<file path="src/rtl/rtc_pkg.sv">
// Shared types and constants for the RTC display controller.
// Optional build macro: RTC_SET_BLINK_EN (blinks the field being set).
package rtc_pkg;

    typedef enum logic [1:0] {
        RUN     = 2'd0,
        SET_HR  = 2'd1,
        SET_MIN = 2'd2,
        SET_SEC = 2'd3
    } rtc_state_e;

    typedef logic [3:0] bcd_t;

    localparam logic [6:0] SEG_BLANK = 7'b0000000;
    localparam bcd_t       BCD_BLANK = 4'hF;

    // Active-high abcdefg, a = bit 6
    localparam logic [0:9][6:0] SEG_TABLE = '{
        7'b1111110, 7'b0110000, 7'b1101101, 7'b1111001, 7'b0110011,
        7'b1011011, 7'b1011111, 7'b1110000, 7'b1111111, 7'b1111011
    };

    // Non-BCD codes (including BCD_BLANK) show nothing
    function automatic logic [6:0] seg_encode(input bcd_t d);
        if (d <= 4'd9) begin
            return SEG_TABLE[d];
        end
        return SEG_BLANK;
    endfunction

endpackage

</file>
<file path="src/rtl/rtc_display_ctrl_if.sv">
// Shared 7-segment mux bus plus status strobes driven by the RTC controller.
interface rtc_display_ctrl_if;
    logic [6:0] seg;
    logic [2:0] sel_num;
    logic       dp;
    logic       led_ena;
    logic       pm;
    logic       sec_tick;

    modport master (output seg, sel_num, dp, led_ena, pm, sec_tick);
    modport slave  (input  seg, sel_num, dp, led_ena, pm, sec_tick);
endinterface

</file>
<file path="src/rtl/rtc_time_core.sv">
// BCD 24-hour time registers with one-second advance and set-mode edits.
module rtc_time_core
    import rtc_pkg::*;
(
    input  logic clk,
    input  logic rst,
    input  logic adv,
    input  logic inc_hr,
    input  logic inc_min,
    input  logic clr_sec,
    output bcd_t h1,
    output bcd_t h0,
    output bcd_t m1,
    output bcd_t m0,
    output bcd_t s1,
    output bcd_t s0
);

    bcd_t h1_q, h0_q, m1_q, m0_q, s1_q, s0_q;
    bcd_t h1_d, h0_d, m1_d, m0_d, s1_d, s0_d;
    logic sec_wrap, min_wrap, min_step, hr_step;

    // Next-time: seconds roll into minutes, minutes into hours; edits never carry
    always_comb begin
        h1_d = h1_q;
        h0_d = h0_q;
        m1_d = m1_q;
        m0_d = m0_q;
        s1_d = s1_q;
        s0_d = s0_q;
        sec_wrap = (s1_q == 4'd5) && (s0_q == 4'd9);
        min_wrap = (m1_q == 4'd5) && (m0_q == 4'd9);
        min_step = (adv && sec_wrap) || inc_min;
        hr_step  = (adv && sec_wrap && min_wrap) || inc_hr;

        if (clr_sec) begin
            s1_d = 4'd0;
            s0_d = 4'd0;
        end else if (adv) begin
            if (s0_q == 4'd9) begin
                s0_d = 4'd0;
                s1_d = sec_wrap ? 4'd0 : 4'(s1_q + 4'd1);
            end else begin
                s0_d = 4'(s0_q + 4'd1);
            end
        end

        if (min_step) begin
            if (m0_q == 4'd9) begin
                m0_d = 4'd0;
                m1_d = min_wrap ? 4'd0 : 4'(m1_q + 4'd1);
            end else begin
                m0_d = 4'(m0_q + 4'd1);
            end
        end

        if (hr_step) begin
            if ((h1_q == 4'd2) && (h0_q == 4'd3)) begin
                h1_d = 4'd0;
                h0_d = 4'd0;
            end else if (h0_q == 4'd9) begin
                h0_d = 4'd0;
                h1_d = 4'(h1_q + 4'd1);
            end else begin
                h0_d = 4'(h0_q + 4'd1);
            end
        end
    end

    // Time registers
    always_ff @(posedge clk) begin
        if (rst) begin
            h1_q <= 4'd0;
            h0_q <= 4'd0;
            m1_q <= 4'd0;
            m0_q <= 4'd0;
            s1_q <= 4'd0;
            s0_q <= 4'd0;
        end else begin
            h1_q <= h1_d;
            h0_q <= h0_d;
            m1_q <= m1_d;
            m0_q <= m0_d;
            s1_q <= s1_d;
            s0_q <= s0_d;
        end
    end

    assign h1 = h1_q;
    assign h0 = h0_q;
    assign m1 = m1_q;
    assign m0 = m0_q;
    assign s1 = s1_q;
    assign s0 = s0_q;

endmodule

</file>
<file path="src/rtl/rtc_display_ctrl.sv">
// RTC display controller: set FSM, prescaler, digit scan and 12/24-hour display.
// Optional build macro: RTC_SET_BLINK_EN (blanks the field being set for half a second).
module rtc_display_ctrl
    import rtc_pkg::*;
#(
    parameter int unsigned CLK_DIV_SEC = 50000000,
    parameter int unsigned SCAN_DIV    = 32768,
    parameter int unsigned NUM_DIGITS  = 6
) (
    input  logic clk,
    input  logic rst,
    input  logic ena,
    input  logic fmt_12h,
    input  logic mode_pulse,
    input  logic inc_pulse,
    rtc_display_ctrl_if.master disp
);

    localparam int unsigned PRESC_W = $clog2(CLK_DIV_SEC);
    localparam int unsigned SCAN_W  = $clog2(SCAN_DIV);

    rtc_state_e           state_q, state_d;
    logic [PRESC_W-1:0]   presc_q, presc_d;
    logic [SCAN_W-1:0]    scan_q, scan_d;
    logic [2:0]           sel_q, sel_d, sel_nxt;
    logic [6:0]           seg_q, seg_d;
    logic                 dp_q, dp_d, pm_q, pm_d, sec_tick_q, sec_tick_d;
    logic                 tick, adv, inc_hr, inc_min, clr_sec, presc_clr;
    logic                 pm_c, scan_wrap, blank;
    logic [4:0]           hr_bin, hr_disp;
    bcd_t                 h1, h0, m1, m0, s1, s0, disp_h1, disp_h0, digit;

    assign tick = ena && (presc_q == PRESC_W'(CLK_DIV_SEC - 1));

    // FSM state register
    always_ff @(posedge clk) begin
        if (rst) state_q <= RUN;
        else     state_q <= state_d;
    end

    // FSM next state: each mode pulse steps to the next field
    always_comb begin
        state_d = state_q;
        if (mode_pulse) begin
            case (state_q)
                RUN:     state_d = SET_HR;
                SET_HR:  state_d = SET_MIN;
                SET_MIN: state_d = (NUM_DIGITS == 4) ? RUN : SET_SEC;
                default: state_d = RUN;
            endcase
        end
    end

    // FSM outputs: a mode pulse swallows a coincident inc pulse
    always_comb begin
        adv       = 1'b0;
        inc_hr    = 1'b0;
        inc_min   = 1'b0;
        clr_sec   = 1'b0;
        presc_clr = 1'b0;
        case (state_q)
            RUN:     adv = tick;
            SET_HR:  inc_hr = inc_pulse && !mode_pulse;
            SET_MIN: begin
                inc_min   = inc_pulse && !mode_pulse;
                presc_clr = mode_pulse && (NUM_DIGITS == 4);
            end
            SET_SEC: begin
                clr_sec   = inc_pulse && !mode_pulse;
                presc_clr = mode_pulse;
            end
            default: ;
        endcase
    end

    rtc_time_core u_time (
        .clk     (clk),
        .rst     (rst),
        .adv     (adv),
        .inc_hr  (inc_hr),
        .inc_min (inc_min),
        .clr_sec (clr_sec),
        .h1      (h1),
        .h0      (h0),
        .m1      (m1),
        .m0      (m0),
        .s1      (s1),
        .s0      (s0)
    );

    // Prescaler, tick strobe and PM flag
    always_comb begin
        presc_d    = presc_q;
        sec_tick_d = tick;
        pm_d       = pm_c;
        if (presc_clr || tick) presc_d = '0;
        else if (ena)          presc_d = presc_q + PRESC_W'(1);
    end

    // Hour shown on the display; 12-hour mode blanks a leading zero
    always_comb begin
        hr_bin  = 5'(h1) * 5'd10 + 5'(h0);
        hr_disp = hr_bin;
        pm_c    = (hr_bin >= 5'd12);
        disp_h1 = h1;
        disp_h0 = h0;
        if (fmt_12h) begin
            if (hr_bin == 5'd0)       hr_disp = 5'd12;
            else if (hr_bin > 5'd12)  hr_disp = hr_bin - 5'd12;
            if (hr_disp >= 5'd10) begin
                disp_h1 = 4'd1;
                disp_h0 = 4'(hr_disp - 5'd10);
            end else begin
                disp_h1 = BCD_BLANK;
                disp_h0 = 4'(hr_disp);
            end
        end
    end

`ifdef RTC_SET_BLINK_EN
    // Blank the field being edited during the second half of each second
    always_comb begin
        blank = 1'b0;
        if (presc_q >= PRESC_W'(CLK_DIV_SEC / 2)) begin
            case (state_q)
                SET_HR:  blank = (sel_nxt <= 3'd1);
                SET_MIN: blank = (sel_nxt == 3'd2) || (sel_nxt == 3'd3);
                SET_SEC: blank = (sel_nxt >= 3'd4);
                default: blank = 1'b0;
            endcase
        end
    end
`else
    assign blank = 1'b0;
`endif

    // Scan: on wrap, advance the slot and load its segments/dp together
    always_comb begin
        scan_wrap = (scan_q == SCAN_W'(SCAN_DIV - 1));
        scan_d    = scan_wrap ? '0 : scan_q + SCAN_W'(1);
        sel_nxt   = (sel_q == 3'(NUM_DIGITS - 1)) ? 3'd0 : sel_q + 3'd1;
        sel_d     = sel_q;
        seg_d     = seg_q;
        dp_d      = dp_q;
        case (sel_nxt)
            3'd0:    digit = disp_h1;
            3'd1:    digit = disp_h0;
            3'd2:    digit = m1;
            3'd3:    digit = m0;
            3'd4:    digit = s1;
            default: digit = s0;
        endcase
        if (scan_wrap) begin
            sel_d = sel_nxt;
            seg_d = blank ? SEG_BLANK : seg_encode(digit);
            dp_d  = !blank && ((sel_nxt == 3'd1) || (sel_nxt == 3'd3) ||
                    ((sel_nxt == 3'(NUM_DIGITS - 1)) && fmt_12h && pm_c));
        end
    end

    // Datapath registers
    always_ff @(posedge clk) begin
        if (rst) begin
            presc_q    <= '0;
            scan_q     <= '0;
            sel_q      <= 3'd0;
            seg_q      <= SEG_BLANK;
            dp_q       <= 1'b0;
            pm_q       <= 1'b0;
            sec_tick_q <= 1'b0;
        end else begin
            presc_q    <= presc_d;
            scan_q     <= scan_d;
            sel_q      <= sel_d;
            seg_q      <= seg_d;
            dp_q       <= dp_d;
            pm_q       <= pm_d;
            sec_tick_q <= sec_tick_d;
        end
    end

    assign disp.seg      = seg_q;
    assign disp.sel_num  = sel_q;
    assign disp.dp       = dp_q;
    assign disp.pm       = pm_q;
    assign disp.sec_tick = sec_tick_q;
    assign disp.led_ena  = 1'b1;

endmodule

</file>
<file path="src/flat_wrapper.sv">
// flat-port wrapper written by rule: the top's interface ports become plain ports
module rtc_display_ctrl_flat import rtc_pkg::*;
#(
    parameter int unsigned CLK_DIV_SEC = 50000000,
    parameter int unsigned SCAN_DIV    = 32768,
    parameter int unsigned NUM_DIGITS  = 6
)
  (clk, rst, ena, fmt_12h, mode_pulse, inc_pulse, disp_seg, disp_sel_num, disp_dp, disp_led_ena, disp_pm, disp_sec_tick);
  rtc_display_ctrl_if disp_i ();
  input  logic clk;
  input  logic rst;
  input  logic ena;
  input  logic fmt_12h;
  input  logic mode_pulse;
  input  logic inc_pulse;
  output wire logic [$bits(disp_i.seg)-1:0] disp_seg;
  output wire logic [$bits(disp_i.sel_num)-1:0] disp_sel_num;
  output wire logic [$bits(disp_i.dp)-1:0] disp_dp;
  output wire logic [$bits(disp_i.led_ena)-1:0] disp_led_ena;
  output wire logic [$bits(disp_i.pm)-1:0] disp_pm;
  output wire logic [$bits(disp_i.sec_tick)-1:0] disp_sec_tick;
  assign disp_seg = disp_i.seg;
  assign disp_sel_num = disp_i.sel_num;
  assign disp_dp = disp_i.dp;
  assign disp_led_ena = disp_i.led_ena;
  assign disp_pm = disp_i.pm;
  assign disp_sec_tick = disp_i.sec_tick;
  rtc_display_ctrl #(.CLK_DIV_SEC(CLK_DIV_SEC), .SCAN_DIV(SCAN_DIV), .NUM_DIGITS(NUM_DIGITS)) u_core (.clk(clk), .rst(rst), .ena(ena), .fmt_12h(fmt_12h), .mode_pulse(mode_pulse), .inc_pulse(inc_pulse), .disp(disp_i));
endmodule
</file>
<file path="config.mk">
export PLATFORM = sky130hd
export DESIGN_NAME = rtc_display_ctrl_flat
export DESIGN_NICKNAME = d
export VERILOG_FILES = /design/src/rtl/rtc_pkg.sv /design/src/rtl/rtc_display_ctrl_if.sv /design/src/rtl/rtc_time_core.sv /design/src/rtl/rtc_display_ctrl.sv /design/src/flat_wrapper.sv
export SDC_FILE = /design/constraint.sdc
export NUM_CORES = 1
export LEC_CHECK = 0
export CAP_MARGIN = 20
export CORE_UTILIZATION = 60
export DETAILED_ROUTE_END_ITERATION = 16
export GPL_ROUTABILITY_DRIVEN = 0
export PLACE_DENSITY = 0.79
export RECOVER_POWER = 100
export SYNTH_ARGS = -nofsm -noshare
export SYNTH_HDL_FRONTEND = slang
export SYNTH_SLANG_ARGS = --single-unit
</file>
<file path="constraint.sdc">
create_clock -name clk -period 6.69 [get_ports clk]
set_clock_uncertainty 0.15 [all_clocks]
set_input_delay 1.338 -clock clk [delete_from_list [all_inputs] [get_ports clk]]
set_output_delay 1.338 -clock clk [all_outputs]
set_load 0.02 [all_outputs]
</file>
==> metrics.yaml <==
logic_synthesis:
  yosys_warnings: 0
  synth_compound_area_frac: 0.151
  synth_top_family_by_area: "simple AND/OR/NAND/NOR gates"
  synth_top_area_cell: "dfxtp_1"
  synthTopCellsByArea: "dfxtp_1, ha_1, nor2_1"
  yosysTopAreaCellShare: 0.350
  muxShareOfSynthArea: 0.0205
  ys_seq_area_frac: 0.350
  synth_xor_xnor_area_share: 0.0931
  synth-simple-area-share: 0.278
  synth_edf_count: 0
  avgSynthCellArea_um2: 8.30
  synthAdderAreaFrac: 0.0754
  syn-instance-count: 552
  ys_ff_latch: 80
  syn_nets: 585
  synth-main-ff-cell: "dfxtp_1"
  synth.distinct_cells: 64
  ys_async_sr_fraction: 0
  syn_area_mm2: 0.00458
pwr:
  p_per_area_mw_per_mm2: 189
  pwr-share-clk: 0.425
  combPwrFrac: 0.063
  p_leak_nw: 1.96
  switchingPower_mw: 0.234
  p_sw_frac: 0.248
  ir_drop_v: 0.000122
  internal-power_mw: 0.713
  seqPwrFrac: 0.512
floorplanning:
  placeableCoreArea_mm2: 0.00733
  die-area_mm2: 0.00799
  num_rows: 31
  initial_utilization: 0.625
  ioPinCount: 20
  die_w_um: 89.4
  fp.dieH_um: 89.4
route:
  drt_iter0_markers: 125
  routed_wl_um: 9700
  ant_nets: 0
  drt-pass1-iter-count: 4
  viasPerCell: 5.84
  via_count: 3910
  drc: 0
  wl_per_cell_um: 14.5
global_routing:
  grt_pass1_vias: 3541
  grt_pass1_wl_um: 16300
  grt_max_degree: 33
  grtUsageTotal: 0.263
  antenna_found_initial: 0
  overflow: 0
finish:
  seqCellArea_mm2: 0.00160
  area_growth_pct: 9.67
  antenna_cells: 0
  fillers: 609
  multi_input_area_mm2: 0.00281
  drive_above_1_share: 0.0508
  nNetsFinal: 599
  finalCoreUtilization: 0.685
clock_network:
  numCtsBuffers: 9
  htree_levels: 3
  cts_resized: 0
  clkLatencyLatePin_ns: 0.37
  clockRootBuffer: "clkbuf_8"
  clk_pin_slew_worst_paths_ns: 0.10
  cts_setup_buffers: 0
  numClockSinks: 80
  cts_tree: "built"
  clockBufferDepth: 2
  ctsHoldBuffers: 0
worst_setup_path:
  crit_path_cell_trace: "ha_1 > fa_1 > xor2_1 > inv_1 > ha_1 > nor3b_2 > a2111oi_0 > a211oi_1 > a211oi_1 > o211ai_1 > a21boi_0 > inv_1 > ha_1 > o21ai_0 > nor4_1 > a211oi_2 > o21ai_0"
  worstSetupStartpointType: "flop"
  crit_type: "flop to flop"
  worstPathArrival_ns: 6.01
  critPathMaxStageDelay_ns: 0.84
  rr_worst_depth: 17
  crit_path_top_delay_cell: "a211oi_1"
  required_ns: 6.78
  crit_top_cell: "ha_1"
  endpoint_kind: "flop"
  path_max_fanout: 7
placement:
  dp_hpwl_um: 6790
  dpl_worst_slack_ns: 0.979
  portBuffers: 18
min_path:
  min_path_type: "flop to flop"
  hold_depth: 1
sta:
  slew_viol_final: 33
  tightest_slew_ns: 1.53
  post-route-min-period_ns: 5.93
  setup-tns-final_ns: 0
  timing.final.crit_share: 0.886
  finalSetupViolations: 0
  rsz0062_at_grt: "no"
  setup_ws_ns: 0.764
  max_freq_ghz: 0.169
  hold_viol_final: 0
  relSlewSlack: -0.0175
run_status:
  outcome: "finished, violations left"
  violations: "capacitance limit, slew limit"
flow_run:
  cap_violations: 1
==> flip-flops by register name (all words and copies together) (netlist names), 2 cells and up <==
name and cells:
u_core.u_time.s0 4, u_core.u_time.h0 4, u_core.presc_q 26, u_core.u_time.m1 4, u_core.disp.sel_num 3, u_core.scan_q 15, u_core.u_time.h1 4, u_core.u_time.m0 4
u_core.disp.seg 7, u_core.u_time.s1 4, u_core.state_q 2
==> per-layer routing <==
metal  GRT usage  part of all wire  vias to the layer above
met4      0.0981             0.014                        0
met5           0                 0                        -
met3      0.0517             0.037                       17
met2       0.427              0.47                       78
met1       0.347              0.48                     1849
li1            -                 -                     1966
==> cells in the mapped netlist, drive strengths merged (3+ instances only) <==
library cell / instances
xnor2: 16
clkbuf: 15
a21oi: 31
a31o: 3
nor4: 9
nor2b: 13
a21o: 4
nand2b: 5
nand4: 10
ha: 26
inv: 21
a211oi: 15
nor2: 81
a31oi: 5
xor2: 30
nand3: 31
and4: 5
and2: 8
or3: 7
o21ai: 18
nand2: 45
a2111oi: 6
dfxtp: 80
nor3: 10
and3: 15
mux2i: 6
nor3b: 5
==> worst max-delay path, delay by kind of cell (launching register included) <==
family          cells  cell delay (ns)
fa+ha+maj           4             1.17
compound gates      8             3.11
simple gates        2             0.29
xor+xnor            1             0.44
flops               1             0.39
buf+inv             2             0.27
==> cell type report <==
type	instances	area share
clock buffers	9	0.0247
flip-flops and latches	80	0.319
repair buffers	20	0.0374
clock inverters	7	0.0189
well taps	99	0.0247
multi-input cells	434	0.560
inverters	21	0.0157
==> path summary, 6_finish.rpt <==
| path | from | end | slack [ns] |
|---|---|---|---|
| worst min register to register | u_core.scan_q[0]$_SDFF_PP0_ | u_core.scan_q[0]$_SDFF_PP0_ | 0.30 |
| worst min-delay path | u_core.scan_q[0]$_SDFF_PP0_ | u_core.scan_q[0]$_SDFF_PP0_ | 0.30 |
| worst max register to register | u_core.u_time.h1[0]$_SDFFE_PP0P_ | u_core.disp.seg[4]$_SDFFE_PP0P_ | 0.76 |
| worst max-delay path | u_core.u_time.h1[0]$_SDFFE_PP0P_ | u_core.disp.seg[4]$_SDFFE_PP0P_ | 0.76 |
==> power by group through the flow <==
| stage | clock (mW) | combinational [mW] | sequential, mW |
|---|---|---|---|
| after detailed placement | 0 | 0.0605 | 0.496 |
| after global routing | 0.426 | 0.0668 | 0.486 |
| after CTS | 0.411 | 0.0610 | 0.485 |
| after global placement | 0 | 0.0582 | 0.496 |
| after floorplan | 0 | 0.0462 | 0.495 |
| final | 0.403 | 0.0596 | 0.485 |
==> kinds of logic (layout without fill, tap and decap cells) <==
group                    after synthesis  count (layout)
AND/OR/NAND/NOR                      253             253
flip-flops                            80              80
other                                  1               1
XOR/XNOR                              47              47
multiplexers                           8               8
adder cells (fa/ha/maj)               27              27
AO/OA/AOI/OAI                         98              98
buffers and inverters                 38              57
==> layout by cell type, fill, tap and decap left out, types with 7 or more instances in the layout <==
cell / n
nor2_1: 81
dfxtp_1: 80
nand2_1: 45
nand3_1: 31
a21oi_1: 30
xor2_1: 30
ha_1: 26
inv_1: 21
o21ai_0: 17
xnor2_1: 16
and3_1: 15
dlygate4sd3_1: 15
a211oi_1: 14
nor2b_1: 13
nand4_1: 10
nor3_1: 10
nor4_1: 9
clkbuf_8: 9
or3_1: 7
==> stage by stage <==
step	instances	total power, mW	instance area (µm²)	hold slack (ns)
6_report	670	0.947	5020	0.302
3_3_place_gp	654	0.554	4830	0.276
5_1_grt	670	0.979	5020	0.324
2_1_floorplan	552	0.541	4580	0.263
4_1_cts	670	0.957	5050	0.307
3_5_place_dp	654	0.557	4830	0.286
No activity file was read; power rests on OpenSTA's default activity.
